File: src/rtl/rx_fifo_32_pkg.sv
// Shared definitions for the rx_fifo_32 receive FIFO: occupancy state
// encodings, default geometry and the occupancy state transition function.
package rx_fifo_32_pkg;

  localparam int DEF_DEPTH    = 8;
  localparam int DEF_AF_LEVEL = 6;
  localparam int DEF_AE_LEVEL = 1;

  typedef logic [1:0] state_t;

  localparam state_t ST_EMPTY   = 2'b00;
  localparam state_t ST_PARTIAL = 2'b01;
  localparam state_t ST_FULL    = 2'b10;

  // Push-only and pop-only are the only events that move the occupancy state;
  // simultaneous push and pop (or neither) always holds.
  function automatic state_t next_state(input state_t cur,
                                        input logic   push_only,
                                        input logic   pop_only,
                                        input logic   at_top,
                                        input logic   at_one);
    state_t nxt;
    nxt = cur;
    case (cur)
      ST_EMPTY:   if (push_only) nxt = ST_PARTIAL;
      ST_PARTIAL: begin
        if (push_only && at_top)     nxt = ST_FULL;
        else if (pop_only && at_one) nxt = ST_EMPTY;
      end
      ST_FULL:    if (pop_only) nxt = ST_PARTIAL;
      default:    nxt = ST_EMPTY;
    endcase
    return nxt;
  endfunction

endpackage

File: src/rtl/rx_fifo_32_if.sv
// Handshake and status bundle between the word producer/consumer and rx_fifo_32.
// Error reporting signals exist only when RX_FIFO_ERR_EN is defined.
interface rx_fifo_32_if #(parameter int DEPTH = 8) ();

  logic [31:0]              data_in;
  logic                     valid_in;
  logic                     pop;
  logic [31:0]              data_out;
  logic                     valid_out;
  logic                     full;
  logic                     empty;
  logic                     almost_full;
  logic                     almost_empty;
  logic [$clog2(DEPTH):0]   count;
`ifdef RX_FIFO_ERR_EN
  logic                     overflow;
  logic                     underflow;
  logic [7:0]               drop_cnt;
`endif

  modport master (
    output data_in, valid_in, pop,
    input  data_out, valid_out, full, empty, almost_full, almost_empty, count
`ifdef RX_FIFO_ERR_EN
    , overflow, underflow, drop_cnt
`endif
  );

  modport slave (
    input  data_in, valid_in, pop,
    output data_out, valid_out, full, empty, almost_full, almost_empty, count
`ifdef RX_FIFO_ERR_EN
    , overflow, underflow, drop_cnt
`endif
  );

endinterface

File: src/rtl/rx_fifo_32_mem.sv
// rx_fifo_mem: DEPTH x 32 register array with one write port and one
// registered read port; the read register clears on reset, the array does not.
module rx_fifo_mem #(
  parameter int DEPTH = 8,
  parameter int AW    = $clog2(DEPTH)
) (
  input  logic          clk_f,
  input  logic          reset_L,
  input  logic          wr_en,
  input  logic [AW-1:0] wr_addr,
  input  logic [31:0]   wr_data,
  input  logic          rd_en,
  input  logic [AW-1:0] rd_addr,
  output logic [31:0]   rd_data
);

  logic [31:0] mem [DEPTH];

  // NOTE: the array has no reset; stale words are unreachable because the
  // pointers and occupancy restart from zero, and this keeps it mappable to RAM.
  always_ff @(posedge clk_f) begin
    if (wr_en) mem[wr_addr] <= wr_data;
  end

  // A same-address write in this cycle is not visible here: the read sees the
  // old word, which is what a push+pop on a full FIFO needs.
  always_ff @(posedge clk_f) begin
    if (!reset_L)   rd_data <= 32'h0;
    else if (rd_en) rd_data <= mem[rd_addr];
  end

endmodule

File: src/rtl/rx_fifo_32.sv
// rx_fifo_32: word FIFO behind phy_rx with registered read data and status.
// Optional error reporting (overflow/underflow/drop_cnt) under RX_FIFO_ERR_EN.
module rx_fifo_32
  import rx_fifo_32_pkg::*;
#(
  parameter int DEPTH    = DEF_DEPTH,
  parameter int AF_LEVEL = DEF_AF_LEVEL,
  parameter int AE_LEVEL = DEF_AE_LEVEL
) (
  input  logic         clk_f,
  input  logic         reset_L,
  rx_fifo_32_if.slave  bus
);

  localparam int AW = $clog2(DEPTH);
  localparam int CW = AW + 1;

  logic [AW-1:0] wr_ptr, rd_ptr;
  logic [CW-1:0] count_q, count_nxt;
  state_t        state_q, state_nxt;
  logic          full_q, empty_q, af_q, ae_q, valid_q;
  logic          push_ok, pop_ok, push_only, pop_only;

  // A pop on a full FIFO frees the slot the same-cycle push needs.
  assign pop_ok    = bus.pop && !empty_q;
  assign push_ok   = bus.valid_in && (!full_q || pop_ok);
  assign push_only = push_ok && !pop_ok;
  assign pop_only  = pop_ok && !push_ok;

  // NOTE: every signal assigned here gets a default first so no latch is inferred.
  always_comb begin
    count_nxt = count_q;
    if (push_only)     count_nxt = count_q + CW'(1);
    else if (pop_only) count_nxt = count_q - CW'(1);
    state_nxt = next_state(state_q, push_only, pop_only,
                           count_q == CW'(DEPTH - 1), count_q == CW'(1));
  end

  // NOTE: sequential state uses non-blocking assignments so every register
  // samples pre-edge values regardless of statement order.
  always_ff @(posedge clk_f) begin
    if (!reset_L) begin
      wr_ptr  <= '0;
      rd_ptr  <= '0;
      count_q <= '0;
      state_q <= ST_EMPTY;
      empty_q <= 1'b1;
      full_q  <= 1'b0;
      af_q    <= 1'b0;
      ae_q    <= 1'b1;
      valid_q <= 1'b0;
    end else begin
      if (push_ok) wr_ptr <= wr_ptr + AW'(1);
      if (pop_ok)  rd_ptr <= rd_ptr + AW'(1);
      count_q <= count_nxt;
      state_q <= state_nxt;
      empty_q <= (state_nxt == ST_EMPTY);
      full_q  <= (state_nxt == ST_FULL);
      af_q    <= (count_nxt >= CW'(AF_LEVEL));
      ae_q    <= (count_nxt <= CW'(AE_LEVEL));
      valid_q <= pop_ok;
    end
  end

  rx_fifo_mem #(.DEPTH(DEPTH)) u_mem (
    .clk_f   (clk_f),
    .reset_L (reset_L),
    .wr_en   (push_ok),
    .wr_addr (wr_ptr),
    .wr_data (bus.data_in),
    .rd_en   (pop_ok),
    .rd_addr (rd_ptr),
    .rd_data (bus.data_out)
  );

  assign bus.valid_out    = valid_q;
  assign bus.full         = full_q;
  assign bus.empty        = empty_q;
  assign bus.almost_full  = af_q;
  assign bus.almost_empty = ae_q;
  assign bus.count        = count_q;

`ifdef RX_FIFO_ERR_EN
  logic       overflow_q, underflow_q;
  logic [7:0] drop_cnt_q;
  logic       drop;

  assign drop = bus.valid_in && !push_ok;

  always_ff @(posedge clk_f) begin
    if (!reset_L) begin
      overflow_q  <= 1'b0;
      underflow_q <= 1'b0;
      drop_cnt_q  <= 8'h00;
    end else begin
      if (drop)                          overflow_q  <= 1'b1;
      if (bus.pop && empty_q)            underflow_q <= 1'b1;
      if (drop && drop_cnt_q != 8'hFF)   drop_cnt_q  <= drop_cnt_q + 8'd1;
    end
  end

  assign bus.overflow  = overflow_q;
  assign bus.underflow = underflow_q;
  assign bus.drop_cnt  = drop_cnt_q;
`endif

endmodule
File: src/flat_wrapper.sv
// flat-port wrapper written by rule: the top's interface ports become plain ports
module rx_fifo_32_flat import rx_fifo_32_pkg::*;
#(
  parameter int DEPTH    = DEF_DEPTH,
  parameter int AF_LEVEL = DEF_AF_LEVEL,
  parameter int AE_LEVEL = DEF_AE_LEVEL
)
  (clk_f, reset_L, bus_data_in, bus_valid_in, bus_pop, bus_data_out, bus_valid_out, bus_full, bus_empty, bus_almost_full, bus_almost_empty, bus_count);
  rx_fifo_32_if #(.DEPTH(DEPTH)) bus_i ();
  input  logic clk_f;
  input  logic reset_L;
  input wire logic [$bits(bus_i.data_in)-1:0] bus_data_in;
  input wire logic [$bits(bus_i.valid_in)-1:0] bus_valid_in;
  input wire logic [$bits(bus_i.pop)-1:0] bus_pop;
  output wire logic [$bits(bus_i.data_out)-1:0] bus_data_out;
  output wire logic [$bits(bus_i.valid_out)-1:0] bus_valid_out;
  output wire logic [$bits(bus_i.full)-1:0] bus_full;
  output wire logic [$bits(bus_i.empty)-1:0] bus_empty;
  output wire logic [$bits(bus_i.almost_full)-1:0] bus_almost_full;
  output wire logic [$bits(bus_i.almost_empty)-1:0] bus_almost_empty;
  output wire logic [$bits(bus_i.count)-1:0] bus_count;
  assign bus_i.data_in = bus_data_in;
  assign bus_i.valid_in = bus_valid_in;
  assign bus_i.pop = bus_pop;
  assign bus_data_out = bus_i.data_out;
  assign bus_valid_out = bus_i.valid_out;
  assign bus_full = bus_i.full;
  assign bus_empty = bus_i.empty;
  assign bus_almost_full = bus_i.almost_full;
  assign bus_almost_empty = bus_i.almost_empty;
  assign bus_count = bus_i.count;
  rx_fifo_32 #(.DEPTH(DEPTH), .AF_LEVEL(AF_LEVEL), .AE_LEVEL(AE_LEVEL)) u_core (.clk_f(clk_f), .reset_L(reset_L), .bus(bus_i));
endmodule
File: config.mk
export PLATFORM = sky130hd
export DESIGN_NAME = rx_fifo_32_flat
export DESIGN_NICKNAME = d
export VERILOG_FILES = /design/src/rtl/rx_fifo_32_pkg.sv /design/src/rtl/rx_fifo_32_if.sv /design/src/rtl/rx_fifo_32_mem.sv /design/src/rtl/rx_fifo_32.sv /design/src/flat_wrapper.sv
export SDC_FILE = /design/constraint.sdc
export NUM_CORES = 1
export LEC_CHECK = 0
export ABC_AREA = 1
export BUFFER_PORTS_ARGS = -buffer_cell sky130_fd_sc_hd__buf_2
export CORE_UTILIZATION = 30
export CTS_BUF_LIST = sky130_fd_sc_hd__clkbuf_4 sky130_fd_sc_hd__clkbuf_8
export CTS_CLUSTER_SIZE = 10
export DETAILED_ROUTE_END_ITERATION = 7
export GPL_TIMING_DRIVEN = 0
export SLEW_MARGIN = 0
export SYNTH_ARGS = -nofsm -noshare
export SYNTH_HDL_FRONTEND = slang
export SYNTH_SLANG_ARGS = --single-unit
File: constraint.sdc
create_clock -name clk_f -period 3.6 [get_ports clk_f]
set_input_delay 1.08 -clock clk_f [delete_from_list [all_inputs] [get_ports clk_f]]
set_output_delay 1.08 -clock clk_f [all_outputs]
set_load 0.01 [all_outputs]
-- Yosys cells after proc, flatten, opt, wreduce, memory -nomap -nowiden
Memories as Yosys holds them, arrays and structs flattened. A register that Yosys moved wholly into a read port is not among the register bits.
Index checks and enable logic that the tools add are counted.
- memories: 1
- output and inout port bits: 41
- bits of input ports: 36
- bits in read-only memories: 0
- word-level logic and storage cells: 44
- latch bits: 0
- register bits after elaboration: 17
- bits in writable memories: 256
- memories (memory ; depth ; bits a word ; rd ports ; clocked after memory_dff ; wr ports ; RTL line ; text):
    u_core.u_mem.mem ; 8 ; 32 ; 1 ; 1 ; 1 ; rx_fifo_32_mem.sv:17 ; logic [31:0] mem [DEPTH];
- bitwise logic cells: 0
- mux-type cells: 9
- order comparisons: 2
- div/mod/pow operators: 0
- shift operators: 0
- multipliers: 0
- equality and inequality tests: 5
- reduce and logical (&&, ||, !) cells: 14
- add/sub/neg operators: 4
- operators with widths (kind ; number):
    $mux 2 ; 4
    $mux 4 ; 2
    $add 3x1->3 const B ; 2
    $logic_and 1x1->1 ; 6
    $pmux 2 s3 ; 1
    $logic_not 1->1 ; 5
    $add 4x1->4 const B ; 1
    $eq 2x2->1 const B ; 2
    $eq 4x1->1 const B ; 1
    $eq 4x3->1 const B ; 1
    $ge 4x3->1 const B ; 1
    $le 4x1->1 const B ; 1
    $logic_not 2->1 ; 2
    $sub 4x1->4 const B ; 1
    $eq 2x1->1 const B ; 1
    $mux 1 ; 2
    $logic_or 1x1->1 ; 1

-- Longest topological paths before layout
- depth in word-level cells: 11
- gate-level depth with buffers: 11
- gate-level depth less buffers: 11

-- Modules after synthesis
A second synthesis with hierarchy kept.
- cell total of the unflattened synthesis: 1282
- area, all modules: 12852.3 um^2
- modules (own cells, without submodules) (module ; cells an instance ; area each (um^2) ; times used ; seq. area each (um^2)):
    rx_fifo_mem ; 1166 ; 11989.0 ; 1 ; 8328.0
    rx_fifo_32 ; 116 ; 863.3 ; 1 ; 340.3

-- Worst setup path before layout
OpenSTA, ideal clock, no wires.
- kind: input -> register
- from: in bus_pop
- to: mem u_core.u_mem.mem[1][0], enable pin
- data required time: 3.179 ns
- data arrival time: 3.042 ns
- path buffers: 0
- slack: 0.137 ns
- stages on the path: 6
- library setup time: 0.421 ns
- path through: nand2_2 a21oi_1 inv_1 nor2_1 inv_1 nor2_1
- cells in the longest elaborated chain, start to end: 5
- RTL lines (element ; RTL line ; text):
    start: declaration ; flat_wrapper.sv:14 ; input wire logic [$bits(bus_i.pop)-1:0] bus_pop;
    $logic_and 1x1->1 ; rx_fifo_32.sv:25 ; assign pop_ok = bus.pop && !empty_q;
    $logic_or 1x1->1 ; rx_fifo_32.sv:26 ; assign push_ok = bus.valid_in && (!full_q || pop_ok);
    $logic_and 1x1->1 ; rx_fifo_32.sv:26 ;
    $mux 1 ; rx_fifo_32_mem.sv:22 ; if (wr_en) mem[wr_addr] <= wr_data;
    $mux 1 (not written as such) ; rx_fifo_32_mem.sv:22 ;
    end: declaration ; rx_fifo_32_mem.sv:17 ;
Every way passes these cells.

-- Worst setup path after layout
Same ends and word-level chain as after synthesis.

==> impl_metrics.py <==
metrics = {
    "worst_hold_path": {
        "worstHoldPathType": "flip-flop to flip-flop",
    },
    "global_route": {
        "grt_pass1_vias": 7774,
        "grt_max_degree": 27,
        "grt.overflow.total": 0,
        "antenna_found_initial": 3,
        "track_usage": 0.1569,
        "grt_pass1_wl_um": 47790,
    },
    "die": {
        "start_util": 0.3036,
        "boundaryPins": 77,
        "die_h_um": 202.5,
        "dieArea_sq_um": 41020,
        "core_sq_um": 39730,
        "fp-row-count": 73,
        "die_w_um": 202.5,
    },
    "clock_tree": {
        "cts_tree": "built",
        "root_buffer": "clkbuf_8",
        "cts_buffer_depth": 3,
        "clkLatencyLatePin_ns": 0.58,
        "clk_pin_slew_ns": 0.06,
        "cts.repair.resized": 0,
        "cts.sinks": 305,
        "ctsHoldBuffers": 0,
        "cts_buffers": 49,
        "cts_setup_buffers": 0,
        "htree_num_levels": 2,
    },
    "finish": {
        "area_growth_pct": 19.36,
        "nFillCells": 3877,
        "drive_gt1_frac": 0.1845,
        "nets": 1206,
        "postLayoutCoreUtil": 0.3624,
        "final_area_sq_um": 14400,
    },
    "sta": {
        "worst_pin_slew_ns": 0.9263,
        "rsz0062_at_grt": "false",
        "setup_slack_ns": 0.7329,
        "drv_slew": 0,
        "fin_tns_setup_ns": 0,
        "skew_ns": 0.01248,
        "fmax_ghz": 0.3488,
        "whs_ns": 0.5367,
        "finalHoldViolCount": 0,
        "finalCritPeriodShare": 0.7964,
        "min_period_ns": 2.867,
        "setup_viol": 0,
        "relSlewSlack": 0.3810,
    },
    "power_and_ir_drop": {
        "powerDensity_nw_per_um2": 542.0,
        "leakage_nw": 5.207,
        "peakVddDrop_mv": 0.2398,
    },
    "routing": {
        "vias_per_cell": 4.701,
        "drtIter0Drc": 743,
        "routed-wl-met2_um": 14500,
        "antenna_left": 0,
        "drc": 0,
        "routed_wl_um": 31980,
        "avgRoutedWirePerCell_um": 18.49,
        "first_pass_iters": 5,
        "top_layer_used": "met5",
        "via_count": 8132,
        "met3RoutedLength_um": 2280,
        "wl_met1_um": 14550,
    },
    "run_status": {
        "run_status": "finished, final reports clean",
    },
    "synth": {
        "avgSynthCellArea_sq_um": 11.71,
        "yosysMostFrequentCell": "edfxtp_1",
        "synth_area_leaders": "edfxtp_1 (64%), dfxtp_1 (8.1%), nor2_1 (7.0%)",
        "synthesis.area_sq_um": 12060,
        "ys_seq_elements": 305,
        "synth-edff-count": 256,
        "syn_nets": 1071,
        "synth_common_cells": "edfxtp_1 (256), nor2_1 (226), nand2_1 (93), o21ai_0 (92), nand3_1 (70)",
        "yosysSeqAreaShare": 0.7185,
        "yosysTopAreaCell": "edfxtp_1",
        "synth_mux_area_frac": 0,
        "synth_flop_cell": "edfxtp_1",
        "synth-simple-area-share": 0.1336,
        "synth_fa_ha_area_frac": 0.005186,
        "synth_top_area_share": 0.6372,
        "synth_compound_area_frac": 0.09832,
        "ys_warn_count": 0,
        "async_flop_share": 0,
        "netlist_instances": 1030,
        "synth.distinct_cells": 28,
        "synth_top_family_by_area": "simple AND/OR/NAND/NOR gates",
        "synthXorXnorAreaFrac": 0,
    },
    "setup_path": {
        "cp.required_ns": 3.88,
        "cp-start-kind": "primary input",
        "path_max_fanout": 20,
        "worst-setup-path-type": "primary input to flip-flop",
        "crit_arrival_ns": 3.15,
        "cp-end-kind": "flip-flop",
    },
    "placement": {
        "dp_hpwl_um": 20480,
        "post_dp_cell_area_sq_um": 13340,
        "place.gp.congestion": 0.7780,
        "portBuffers": 76,
        "place_ws_ns": 0.1634,
    },
    "run": {
        "cap_violations": 0,
    },
}
[through the flow]
| stage | cells | power, W |
|---|---|---|
| CTS | 1728 | 0.007867 |
| finish | 1730 | 0.007804 |
| floorplan | 1030 | 0.004433 |
| global placement | 1631 | 0.004687 |
| global route | 1728 | 0.008090 |
| detailed placement | 1639 | 0.004720 |
[layout by cell type, fill, tap and decap left out, types with 2 or more instances in the layout]
cell        Yosys  layout
a21oi_1        26      26
a21oi_2        16      16
buf_1           6       6
buf_12          1       6
buf_16          0       3
buf_2          15      91
buf_6           6       6
buf_8           3       3
bufinv_16       0       3
clkbuf_1       27      27
clkbuf_4        0      18
clkbuf_8        0      56
clkinv_1        0       8
clkinv_2        0       2
clkinvlp_4      0       2
dfxtp_1        49      49
diode_2         0       2
edfxtp_1      256     256
ha_1            5       5
inv_1          48      48
inv_2           2       2
nand2_1        93      93
nand3_1        70      70
nor2_1        226     218
nor2_2          2       2
nor2_4          0       8
nor3_1          3       3
o211ai_1       25      25
o21ai_0        92      92
o21ai_1        52      52
[final timing paths]
kind                         endpoint  cells after the start                     start  slack (ns)
max            u_core.u_mem.mem[1][0]                      8                   bus_pop        0.73
min          u_core.u_mem.rd_data[15]                      2  u_core.u_mem.rd_data[15]        0.54
max reg2reg    u_core.u_mem.mem[1][0]                      8          u_core.bus.empty        0.96
min reg2reg  u_core.u_mem.rd_data[15]                      2  u_core.u_mem.rd_data[15]        0.54
[area by class of cell]
cell class                      count  area (sq um)  area share
Timing Repair Buffer               84         563.0     0.03910
Clock buffer                       74         905.9     0.06291
Buffer                             59         339.1     0.02355
Clock inverter                     15         145.1     0.01008
Multi-Input combinational cell    615          2920      0.2028
Tap cell                          525         656.9     0.04562
Inverter                           51         196.4     0.01364
Sequential cell                   305          8668      0.6020
Antenna cell                        2         5.005   0.0003476
[state kept, by name, summed over array words and instances, names as in the netlist, 2 cells and up]
| signal | count |
|---|---|
| u_core.bus.count | 4 |
| u_core.rd_ptr | 3 |
| u_core.state_q | 2 |
| u_core.u_mem.mem | 256 |
| u_core.u_mem.rd_data | 32 |
| u_core.wr_ptr | 3 |
[per-layer routing]
layer  up-vias  track usage
met4         4      0.04646
met1      3894       0.2173
met5         -            0
met3        57      0.03403
li1       3881            -
met2       296       0.2463
[critical path, cell delays in order]
cell and delay (ns):
buf_2 0.09, nand2_2 0.16, a21oi_1 0.33, inv_1 0.15, nor2_1 0.15, inv_1 0.18, nor2_4 0.74, buf_16 0.23
[where the power goes]
part	total (W)	internal [W]	switching [W]
Sequential	0.00397	0.00394	0.0000385
Clock	0.00316	0.00182	0.00134
Combinational	0.000669	0.000213	0.000456
Total	0.00780	0.00597	0.00184
[cells by family (layout without fill, tap and decap cells)]
family	count (synthesis)	count (layout)
simple gates	398	398
flops	305	305
buf+inv	110	283
other cells	0	2
compound gates	212	212
fa+ha+maj	5	5
(Power assumes the default switching activity.)
